<file path="src/rtl/md_pkg.sv">
// Shared definitions for the iterative RV32M multiply/divide sequencer.
package md_pkg;

  localparam logic [2:0] MD_MUL    = 3'd0;
  localparam logic [2:0] MD_MULH   = 3'd1;
  localparam logic [2:0] MD_MULHSU = 3'd2;
  localparam logic [2:0] MD_MULHU  = 3'd3;
  localparam logic [2:0] MD_DIV    = 3'd4;
  localparam logic [2:0] MD_DIVU   = 3'd5;
  localparam logic [2:0] MD_REM    = 3'd6;
  localparam logic [2:0] MD_REMU   = 3'd7;

  typedef enum logic [1:0] {
    MD_IDLE,
    MD_CALC,
    MD_DONE
  } md_state_t;

  function automatic logic md_is_div(input logic [2:0] funct3);
    return funct3[2];
  endfunction

  function automatic logic md_is_rem(input logic [2:0] funct3);
    return funct3[2] & funct3[1];
  endfunction

  function automatic logic md_op1_signed(input logic [2:0] funct3);
    return (funct3 == MD_MULH) || (funct3 == MD_MULHSU) ||
           (funct3 == MD_DIV)  || (funct3 == MD_REM);
  endfunction

  function automatic logic md_op2_signed(input logic [2:0] funct3);
    return (funct3 == MD_MULH) || (funct3 == MD_DIV) || (funct3 == MD_REM);
  endfunction

endpackage

</file>
<file path="src/rtl/md_core.sv">
// One-bit-per-step datapath: shift-add multiply / restoring divide sharing a
// 2*XLEN accumulator, with final sign fix and result-field select.
module md_core
  import md_pkg::*;
#(
  parameter int unsigned XLEN = 32
) (
  input  logic            clk,
  input  logic            cpurst,
  input  logic            i_load,
  input  logic            i_step,
  input  logic            i_finish,
  input  logic [2:0]      i_funct3,
  input  logic [XLEN-1:0] i_op1,
  input  logic [XLEN-1:0] i_op2,
  output logic [XLEN-1:0] o_result_c
);

  logic [2:0]        r_funct3;
  logic [2*XLEN-1:0] r_acc;
  logic [XLEN-1:0]   r_mcand;
  logic              r_neg;

  logic              w_s1, w_s2;
  logic [XLEN-1:0]   w_mag1, w_mag2;
  logic [XLEN:0]     w_sum;
  logic [XLEN:0]     w_shift;
  logic              w_ge;
  logic [XLEN-1:0]   w_sub;
  logic [2*XLEN-1:0] w_next;
  logic [2*XLEN-1:0] w_prod;
  logic [XLEN-1:0]   w_quo, w_rem;

  assign w_s1   = md_op1_signed(i_funct3) & i_op1[XLEN-1];
  assign w_s2   = md_op2_signed(i_funct3) & i_op2[XLEN-1];
  assign w_mag1 = w_s1 ? (XLEN'(0) - i_op1) : i_op1;
  assign w_mag2 = w_s2 ? (XLEN'(0) - i_op2) : i_op2;

  // Multiply: add multiplicand into the upper half when the multiplier LSB is set, then shift right.
  assign w_sum = r_acc[0] ? ({1'b0, r_acc[2*XLEN-1:XLEN]} + {1'b0, r_mcand})
                          : {1'b0, r_acc[2*XLEN-1:XLEN]};

  // Divide: upper half is the partial remainder, lower half shifts dividend out / quotient in.
  assign w_shift = r_acc[2*XLEN-1:XLEN-1];
  assign w_ge    = w_shift >= {1'b0, r_mcand};
  assign w_sub   = w_shift[XLEN-1:0] - r_mcand;

  always_comb begin
    w_next = r_acc;
    if (md_is_div(r_funct3)) begin
      if (w_ge) w_next = {w_sub, r_acc[XLEN-2:0], 1'b1};
      else      w_next = {w_shift[XLEN-1:0], r_acc[XLEN-2:0], 1'b0};
    end else begin
      w_next = {w_sum, r_acc[XLEN-1:1]};
    end
  end

  assign w_prod = r_neg ? ((2*XLEN)'(0) - w_next) : w_next;
  assign w_quo  = r_neg ? (XLEN'(0) - w_next[XLEN-1:0]) : w_next[XLEN-1:0];
  assign w_rem  = r_neg ? (XLEN'(0) - w_next[2*XLEN-1:XLEN]) : w_next[2*XLEN-1:XLEN];

  always_comb begin
    o_result_c = '0;
    if (i_finish) begin
      case (r_funct3)
        MD_MUL:                            o_result_c = w_prod[XLEN-1:0];
        MD_MULH, MD_MULHSU, MD_MULHU:      o_result_c = w_prod[2*XLEN-1:XLEN];
        MD_DIV, MD_DIVU:                   o_result_c = w_quo;
        default:                           o_result_c = w_rem;
      endcase
    end
  end

  always_ff @(posedge clk) begin
    if (cpurst) begin
      r_funct3 <= '0;
      r_acc    <= '0;
      r_mcand  <= '0;
      r_neg    <= 1'b0;
    end else if (i_load) begin
      r_funct3 <= i_funct3;
      r_acc    <= {XLEN'(0), w_mag1};
      r_mcand  <= w_mag2;
      r_neg    <= md_is_rem(i_funct3) ? w_s1 : (w_s1 ^ w_s2);
    end else if (i_step) begin
      r_acc    <= w_next;
    end
  end

endmodule

</file>
<file path="src/rtl/md_seq.sv">
// Execute-stage sequencer for the iterative multiply/divide unit: FSM, step
// counter, divide special cases and pipeline stall/valid handshakes.
module md_seq
  import md_pkg::*;
#(
  parameter int unsigned XLEN = 32
) (
  input  logic            clk,
  input  logic            cpurst,
  input  logic            md_start,
  input  logic [2:0]      md_funct3,
  input  logic [XLEN-1:0] md_op1,
  input  logic [XLEN-1:0] md_op2,
  input  logic            md_flush,
  input  logic            md_hold,
  output logic            mult_stall,
  output logic [XLEN-1:0] md_result,
  output logic            md_valid
);

  localparam int unsigned CW = $clog2(XLEN);

  md_state_t       r_state;
  logic [CW-1:0]   r_cnt;

  logic            w_accept;
  logic            w_step;
  logic            w_finish;
  logic            w_divzero;
  logic            w_ovf;
  logic [XLEN-1:0] w_min;
  logic [XLEN-1:0] w_special_val;
  logic [XLEN-1:0] w_core_result;

  assign w_accept = (r_state == MD_IDLE) & md_start & ~md_flush;
  assign w_step   = (r_state == MD_CALC) & ~md_flush;
  assign w_finish = w_step & (r_cnt == '0);

  assign w_min     = {1'b1, {(XLEN-1){1'b0}}};
  assign w_divzero = md_is_div(md_funct3) && (md_op2 == '0);
  assign w_ovf     = md_is_div(md_funct3) && md_op1_signed(md_funct3) &&
                     (md_op1 == w_min) && (md_op2 == '1);

  always_comb begin
    w_special_val = '0;
    if (w_divzero)  w_special_val = md_is_rem(md_funct3) ? md_op1 : '1;
    else if (w_ovf) w_special_val = md_is_rem(md_funct3) ? '0 : w_min;
  end

  // Stall is combinational so a newly presented instruction freezes the front end in its first cycle.
  assign mult_stall = w_accept | (r_state == MD_CALC);

  md_core #(.XLEN(XLEN)) u_core (
    .clk        (clk),
    .cpurst     (cpurst),
    .i_load     (w_accept),
    .i_step     (w_step),
    .i_finish   (w_finish),
    .i_funct3   (md_funct3),
    .i_op1      (md_op1),
    .i_op2      (md_op2),
    .o_result_c (w_core_result)
  );

  always_ff @(posedge clk) begin
    if (cpurst) begin
      r_state   <= MD_IDLE;
      r_cnt     <= '0;
      md_result <= '0;
      md_valid  <= 1'b0;
    end else begin
      case (r_state)
        MD_IDLE: begin
          if (w_accept) begin
            if (w_divzero || w_ovf) begin
              md_result <= w_special_val;
              md_valid  <= 1'b1;
              r_state   <= MD_DONE;
            end else begin
              r_cnt   <= CW'(XLEN - 1);
              r_state <= MD_CALC;
            end
          end
        end
        MD_CALC: begin
          if (md_flush) begin
            r_state <= MD_IDLE;
          end else if (r_cnt == '0) begin
            md_result <= w_core_result;
            md_valid  <= 1'b1;
            r_state   <= MD_DONE;
          end else begin
            r_cnt <= r_cnt - CW'(1);
          end
        end
        MD_DONE: begin
          if (md_flush || !md_hold) begin
            md_valid <= 1'b0;
            r_state  <= MD_IDLE;
          end
        end
        default: begin
          md_valid <= 1'b0;
          r_state  <= MD_IDLE;
        end
      endcase
    end
  end

endmodule

</file>
<file path="config.mk">
export PLATFORM = sky130hd
export DESIGN_NAME = md_seq
export DESIGN_NICKNAME = d
export VERILOG_FILES = /design/src/rtl/md_pkg.sv /design/src/rtl/md_core.sv /design/src/rtl/md_seq.sv
export SDC_FILE = /design/constraint.sdc
export NUM_CORES = 1
export LEC_CHECK = 0
export BUFFER_PORTS_ARGS = -buffer_cell sky130_fd_sc_hd__clkbuf_2
export CELL_PAD_IN_SITES_DETAIL_PLACEMENT = 0
export CELL_PAD_IN_SITES_GLOBAL_PLACEMENT = 1
export CORE_UTILIZATION = 41
export DETAILED_ROUTE_END_ITERATION = 12
export PLACE_DENSITY_LB_ADDON = 0.1
export SYNTH_ARGS = -nofsm -noshare
export SYNTH_HDL_FRONTEND = slang
export SYNTH_SLANG_ARGS = --single-unit
</file>
<file path="constraint.sdc">
create_clock -name clk -period 5.4 [get_ports clk]
set_input_delay 0.54 -clock clk [delete_from_list [all_inputs] [get_ports clk]]
set_output_delay 0.54 -clock clk [all_outputs]
set_load 0.1 [all_outputs]
</file>
---- Word-level counts from Yosys, hierarchy flattened ----
Index checks and enable logic that the tools add are counted.
word-level totals
  bits in registers ....................... 140
  input bits .............................. 72
  output and inout port bits .............. 34
  logic and storage cells ................. 113
operators by class
  add/sub/neg operators ................... 8
  magnitude comparators ................... 1
  equality and inequality tests ........... 21
  multiplexer cells ....................... 39
  bitwise logic cells ..................... 10
  reductions and logical operators ........ 25
operators by type and width
  cell                                                  count
  2-to-1 mux 32 bit                                     15
  2-to-1 mux 64 bit                                     3
  subtractor 1 x 32 -> 32 bit (first input constant)    4
  case mux 32 bit (3 select lines)                      1
  equality test 32 bit (second input constant)          2
  case mux 32 bit (2 select lines)                      1
  subtractor 1 x 64 -> 64 bit (first input constant)    1
  adder 32 x 32 -> 33 bit                               1
  greater-or-equal comparator 33 x 32 -> 1 bit          1
  2-to-1 mux 33 bit                                     1
  zero test 32 bit                                      1
  subtractor 32 bit                                     1
  2-to-1 mux 5 bit                                      4
  AND reduction 5 bit                                   3
  equality test 3 bit (second input constant)           4
  2-to-1 mux 2 bit                                      5
  inequality test 2 bit (second input constant)         5
  case mux 5 bit (2 select lines)                       1
  equality test 3 x 2 -> 1 bit (second input constant)  3
  AND 1 bit                                             7
  logical OR 1 bit                                      7
  equality test 3 x 1 -> 1 bit (second input constant)  2
  2-to-1 mux 1 bit                                      6
  case mux 2 bit (3 select lines)                       1
  18 further kinds                                      24

---- Depth between registers and ports, before layout ----
  depth in word-level cells ............... 12
  depth in mapped cells ................... 23
  mapped depth without buffers ............ 21

---- Cells and area by module ----
Synthesis repeated with hierarchy kept, for this count alone.
second synthesis, totals
  cell total of the unflattened synthesis .. 2,240
  area, all modules ....................... 15,922.8 µm²
modules (own cells, without submodules)
  module   times used  cells each  area an instance (µm²)  sequential area each (µm²)
  md_core  1           1,916       13,510.5                2,001.9
  md_seq   1           324         2,412.3                 800.8

---- Least setup slack after synthesis ----
Ideal clock, no wire load.
  path type ............................... reg2reg
  start point ............................. register u_core.r_funct3[2]
  end point ............................... register md_result[30]
  library setup time ...................... 91 ps
  arrival time ............................ 4,977 ps
  required time ........................... 5,309 ps
  path slack .............................. 332 ps
  cell stages (with the launch flop) ...... 23
  path buffers ............................ 9
  clock period less this slack ............ 5,068 ps
  cell sequence ........................... dfxtp_1 -> buf_2 -> buf_2 -> buf_2 -> buf_1 -> buf_1 -> buf_2 -> buf_1 -> buf_2 -> buf_1 -> o21bai_1 -> ha_1 -> o211ai_1 -> or2_2 -> or3_1 -> or2_2 -> nor2b_1 -> a21oi_1 -> nor4_1 -> a22oi_1 -> nor3_1 -> nor3_1 -> a311oi_1
between the ends
  longest elaborated chain between the ends .. 8
  elaborated cells on any way between the ends .. 20
  classes of those cells .................. 3 x add/sub; 5 x eq/ne; 9 x mux; 3 x reduce/logical
RTL lines
  element                                              line           text
  start, declared                                      md_core.sv:19  logic [2:0] r_funct3;
  start signal, assigned                               md_core.sv:81  r_funct3 <= i_funct3;
  2-to-1 mux 64 bit                                    md_core.sv:50  if (md_is_div(r_funct3)) begin
  subtractor 1 x 64 -> 64 bit (tied with other cells)  md_core.sv:58  assign w_prod = r_neg ? ((2*XLEN)'(0) - w_next) : w_next;
  2-to-1 mux 64 bit (tied with other cells)            md_core.sv:58
  case mux 32 bit (3 select lines) (*)                 md_core.sv:65  case (r_funct3)
  2-to-1 mux 32 bit (*)                                md_core.sv:64  if (i_finish) begin
  2-to-1 mux 32 bit (*)                                md_seq.sv:88   end else if (r_cnt == '0) begin
  2-to-1 mux 32 bit (*)                                md_seq.sv:86   if (md_flush) begin
  case mux 32 bit (2 select lines) (*)                 md_seq.sv:72   case (r_state)
  end signal, assigned                                 md_seq.sv:76   md_result <= w_special_val;
  end signal, assigned                                 md_seq.sv:89   md_result <= w_core_result;
  end, declared                                        md_seq.sv:17   output logic [XLEN-1:0] md_result,
Mark *: on every way between the ends. The rest lies on a longest branch, timed or not. The select of a mux whose other input is x is not followed.
A chain may end at the register's enable or synchronous reset.

---- Worst setup path after layout ----
  start point ............................. register u_core.r_mcand[10]
  end point ............................... register md_result[26]
between the ends
  longest elaborated chain between the ends .. 10
  elaborated cells on any way between the ends .. 17
  classes of those cells .................. 5 x add/sub; 1 x order compare; 11 x mux
RTL lines
  element                                                        line                          text
  start, declared                                                md_core.sv:21                 logic [XLEN-1:0] r_mcand;
  start signal, assigned                                         md_core.sv:83                 r_mcand <= w_mag2;
  adder 32 x 32 -> 33 bit (tied with other cells)                md_core.sv:40                 assign w_sum = r_acc[0] ? ({1'b0, r_acc[2*XLEN-1:XLEN]} + {1'b0, r_mcand})
  2-to-1 mux 33 bit / 2-to-1 mux 64 bit (equally long branches)  md_core.sv:40, md_core.sv:51
  2-to-1 mux 64 bit (*)                                          md_core.sv:50
  subtractor 1 x 64 -> 64 bit (tied with other cells)            md_core.sv:58
  2-to-1 mux 64 bit (tied with other cells)                      md_core.sv:58
  case mux 32 bit (3 select lines) (*)                           md_core.sv:65
  2-to-1 mux 32 bit (*)                                          md_core.sv:64
  2-to-1 mux 32 bit (*)                                          md_seq.sv:88
  2-to-1 mux 32 bit (*)                                          md_seq.sv:86
  case mux 32 bit (2 select lines) (*)                           md_seq.sv:72
Marks and branches as above.

==> results by group <==
Timing
  • Slew margin rel.: 27.40%
  • Fin Setup TNS: 0 ns
  • Final Max Slew Viols: 0
  • Final worst-path cycle share: 95.37%
  • RSZ-0062 raised after global routing: false
  • Count of final hold-check violations: 0
  • # setup viols final: 0
  • Final clock skew: 0.01351 ns
  • Slew at the pin closest to its max-slew limit: 1.078 ns
  • Peak Freq: 194.2 MHz
  • Tmin final: 5.150 ns

Clock tree
  • CTS Buffer Depth: 2
  • Clock sink count: 140
  • CTS tree: yes
  • Clk root buf: clkbuf_16
  • CTS buffer count: 17
  • Worst-Skew Late Latency: 0.47 ns
  • Worst-path clk slew: 0.07 ns
  • H-tree depth: 4
  • Hold Buf Count CTS: 0

Floorplanning
  • Std-Cell Rows: 70
  • CORE AREA: 36610 um2
  • Die width: 194.8 um
  • Io pins: 106
  • Chip Height: 194.8 um
  • Die area: 37960 um2
  • Initial Utilization: 41.65%

Worst setup path
  • Startpoint Class: flip-flop
  • Critical Path Start: u_core.r_mcand[10]$_SDFFE_PP0P_
  • Worst-path maximum fanout: 7
  • Crit end category: flip-flop
  • Arrival time worst endpoint: 5.49 ns
  • R2r setup slk: 0.25 ns
  • CP max-delay cell: o311a_1
  • WP data required: 5.74 ns
  • Reg-to-Reg End: md_result[26]$_SDFFE_PP0P_
  • Worst path cell trace: inv_1 -> ha_2 -> a21o_1 -> a221oi_2 -> a21boi_2 -> o311a_1 -> nor3_2 -> o21bai_2 -> ha_2 -> o211ai_1 -> or2_2 -> or3_1 -> or2_2 -> nor2_1 -> nor2_1 -> xnor2_1 -> a221oi_1 -> a21boi_0 -> o22a_1 -> o22ai_1
  • Worst R2R Start: u_core.r_mcand[10]$_SDFFE_PP0P_
  • CP peak stage delay: 0.38 ns
  • CP Class: reg -> reg
  • Cells on worst reg2reg path: 20
  • Last element of the critical path: md_result[26]$_SDFFE_PP0P_

Worst hold path
  • Worst min path class: in -> reg
  • Worst Hold Depth: 3

Yosys
  • Post-synth EDFFs: 0
  • Syn. warnings: 0
  • Mapped Avg Cell Area: 7.065 um2
  • Leading area contributor after synthesis: dfxtp_1
  • Async set or reset register ratio after synthesis: 0%
  • Mapped Cells: 2158
  • Post-synthesis sequential area ratio: 18.38%
  • Main area contributors after synthesis: dfxtp_1 18%, nor2_1 6.5%, a21oi_1 6.5%, ha_1 5.7%, nand2_1 5.3%
  • Cell Area, Synth: 15250 um2
  • Top-area cell type share of the netlist area: 18.38%
  • Syn nets: 2302
  • Synth Register Bits: 140
  • Count of different cell masters after synthesis: 102
  • Ys flop type: dfxtp_1

GRT
  • Total gr overflow: 0
  • First-pass GRT wire length: 102400 um
  • Antenna violations before repair: 1
  • Global Route Usage Sum: 35.64%
  • Vias in the first global route: 16.19k
  • Largest net degree at the start of global routing: 98

Final layout
  • Filler Cell Count: 3823
  • Final core area utilization: 47.63%
  • Diode count: 0
  • Area growth syn-to-layout: 14.36%
  • Most common cell after layout, fill and taps aside: nor2_1
  • Share of cells above drive strength 1: 14.84%
  • Final Net Count: 2408
  • Most frequent cells in the layout: 263 x nor2_1, 215 x nand2_1, 195 x a21oi_1

Status
  • Outcome: finished clean

Power
  • Lkg Pwr: 6.684 nW
  • Peak supply drop: 0.2494 mV
  • Pwr Density: 338.6 nW/um2

Drt
  • Iteration-0 DRC Markers: 1835
  • Remaining antenna violation count: 0
  • Vias per cell: 6.423
  • Detailed Route WL: 68150 um
  • Vias: 17.63k
  • DRC violations left: 0
  • Pre-antenna DRT Iters: 7
  • Routed WL per cell: 24.83 um

Placement
  • Hpwl dp: 53060 um
  • IO buf count: 105
  • Routability cong.: 0.9929

Job
  • Max_cap viols: 0
[final cells by class]
class	count	area (um2)	area share (%)
Multi-Input combinational cell	1804	11650	66.81
Inverter	74	277.8	1.593
Clock inverter	10	186.4	1.069
Sequential cell	140	2808	16.10
Timing Repair Buffer	227	1456	8.352
Clock buffer	22	474.2	2.720
Tap cell	468	585.6	3.358
[cell usage after synthesis, drive strengths merged (19+ instances only)]
| master | number |
|---|---|
| dfxtp | 140 |
| xnor2 | 80 |
| nand4 | 41 |
| clkbuf | 98 |
| a211oi | 60 |
| o211ai | 31 |
| mux2i | 38 |
| a21o | 29 |
| a221oi | 28 |
| xor2 | 55 |
| nand2b | 24 |
| o21ai | 147 |
| a21oi | 203 |
| o31ai | 35 |
| nor3 | 68 |
| buf | 42 |
| ha | 70 |
| nor2b | 21 |
| a31oi | 21 |
| a311oi | 34 |
| inv | 74 |
| nor2 | 265 |
| nand3 | 32 |
| o21a | 19 |
| or3 | 38 |
| nand2 | 217 |
[metal layers]
layer	track usage, %	vias to the layer above	share of wire (%)
met1	52.28	8484	47
met4	10.38	0	2.7
li1	-	8248	-
met5	0	-	0
met3	6.576	94	8.8
met2	52.33	804	42
[worst max-delay path, delay by kind of cell, from the launching register on]
family,cells,cell delay [ns]
buffers and inverters,1,0.06
adder cells (fa/ha/maj),2,0.56
flip-flops,1,0.37
AND/OR/NAND/NOR,6,1.50
AO/OA/AOI/OAI,10,2.25
XOR/XNOR,1,0.28
[worst min path at each step]
stage                                         start                              end  slack [ns]
CTS                                    md_funct3[1]  u_core.r_funct3[1]$_SDFFE_PP0P_        0.32
global route                           md_funct3[1]  u_core.r_funct3[1]$_SDFFE_PP0P_        0.34
finish                                 md_funct3[1]  u_core.r_funct3[1]$_SDFFE_PP0P_        0.34
global placement    u_core.r_funct3[0]$_SDFFE_PP0P_  u_core.r_funct3[0]$_SDFFE_PP0P_        0.45
floorplan           u_core.r_funct3[0]$_SDFFE_PP0P_  u_core.r_funct3[0]$_SDFFE_PP0P_        0.44
detailed placement  u_core.r_funct3[0]$_SDFFE_PP0P_  u_core.r_funct3[0]$_SDFFE_PP0P_        0.47
[kinds of logic (layout without fill, tap and decap cells)]
group           Yosys count  count (layout)  synth area share (%)
xor+xnor                135             135                 7.755
flops                   140             140                 18.38
fa+ha+maj                72              72                 6.007
mux                      49              49                 3.307
compound gates          751             751                 33.78
buf+inv                 214             333                 5.679
simple gates            797             797                 25.09
[what timing repair did]
item | 4_1_cts | 5_1_grt
setup endpoints to repair | 0 | 16
hold endpoints to repair | 0 | 0
gates resized for setup | 0 | 11
buffers inserted | 0 | 2
[state kept, by name, indices dropped and copies added (netlist names)]
register,count
u_core.r_neg,1
md_valid,1
r_cnt,5
md_result,32
u_core.r_acc,64
u_core.r_mcand,32
r_state,2
u_core.r_funct3,3
[stage by stage]
stage	worst slack [ns]	area [um2]	power (W)	hold WS [ns]	std cells
floorplan	0.3316	15250	0.003393	0.4367	2158
global placement	0.1842	16720	0.004418	0.4523	2711
detailed placement	0.1441	16720	0.004424	0.4676	2711
CTS	0.1078	17380	0.005805	0.3203	2743
global route	0.02236	17440	0.006192	0.3448	2745
finish	0.2503	17440	0.005904	0.3388	2745
[where the power goes]
part	total (W)	leakage, nW	switching, W	internal, W
sequential	0.00127	1.14	0.000132	0.00113
combinational	0.00326	5.23	0.00214	0.00112
clock	0.00138	0.313	0.000520	0.000856
Power figures use the tool's default switching activity.
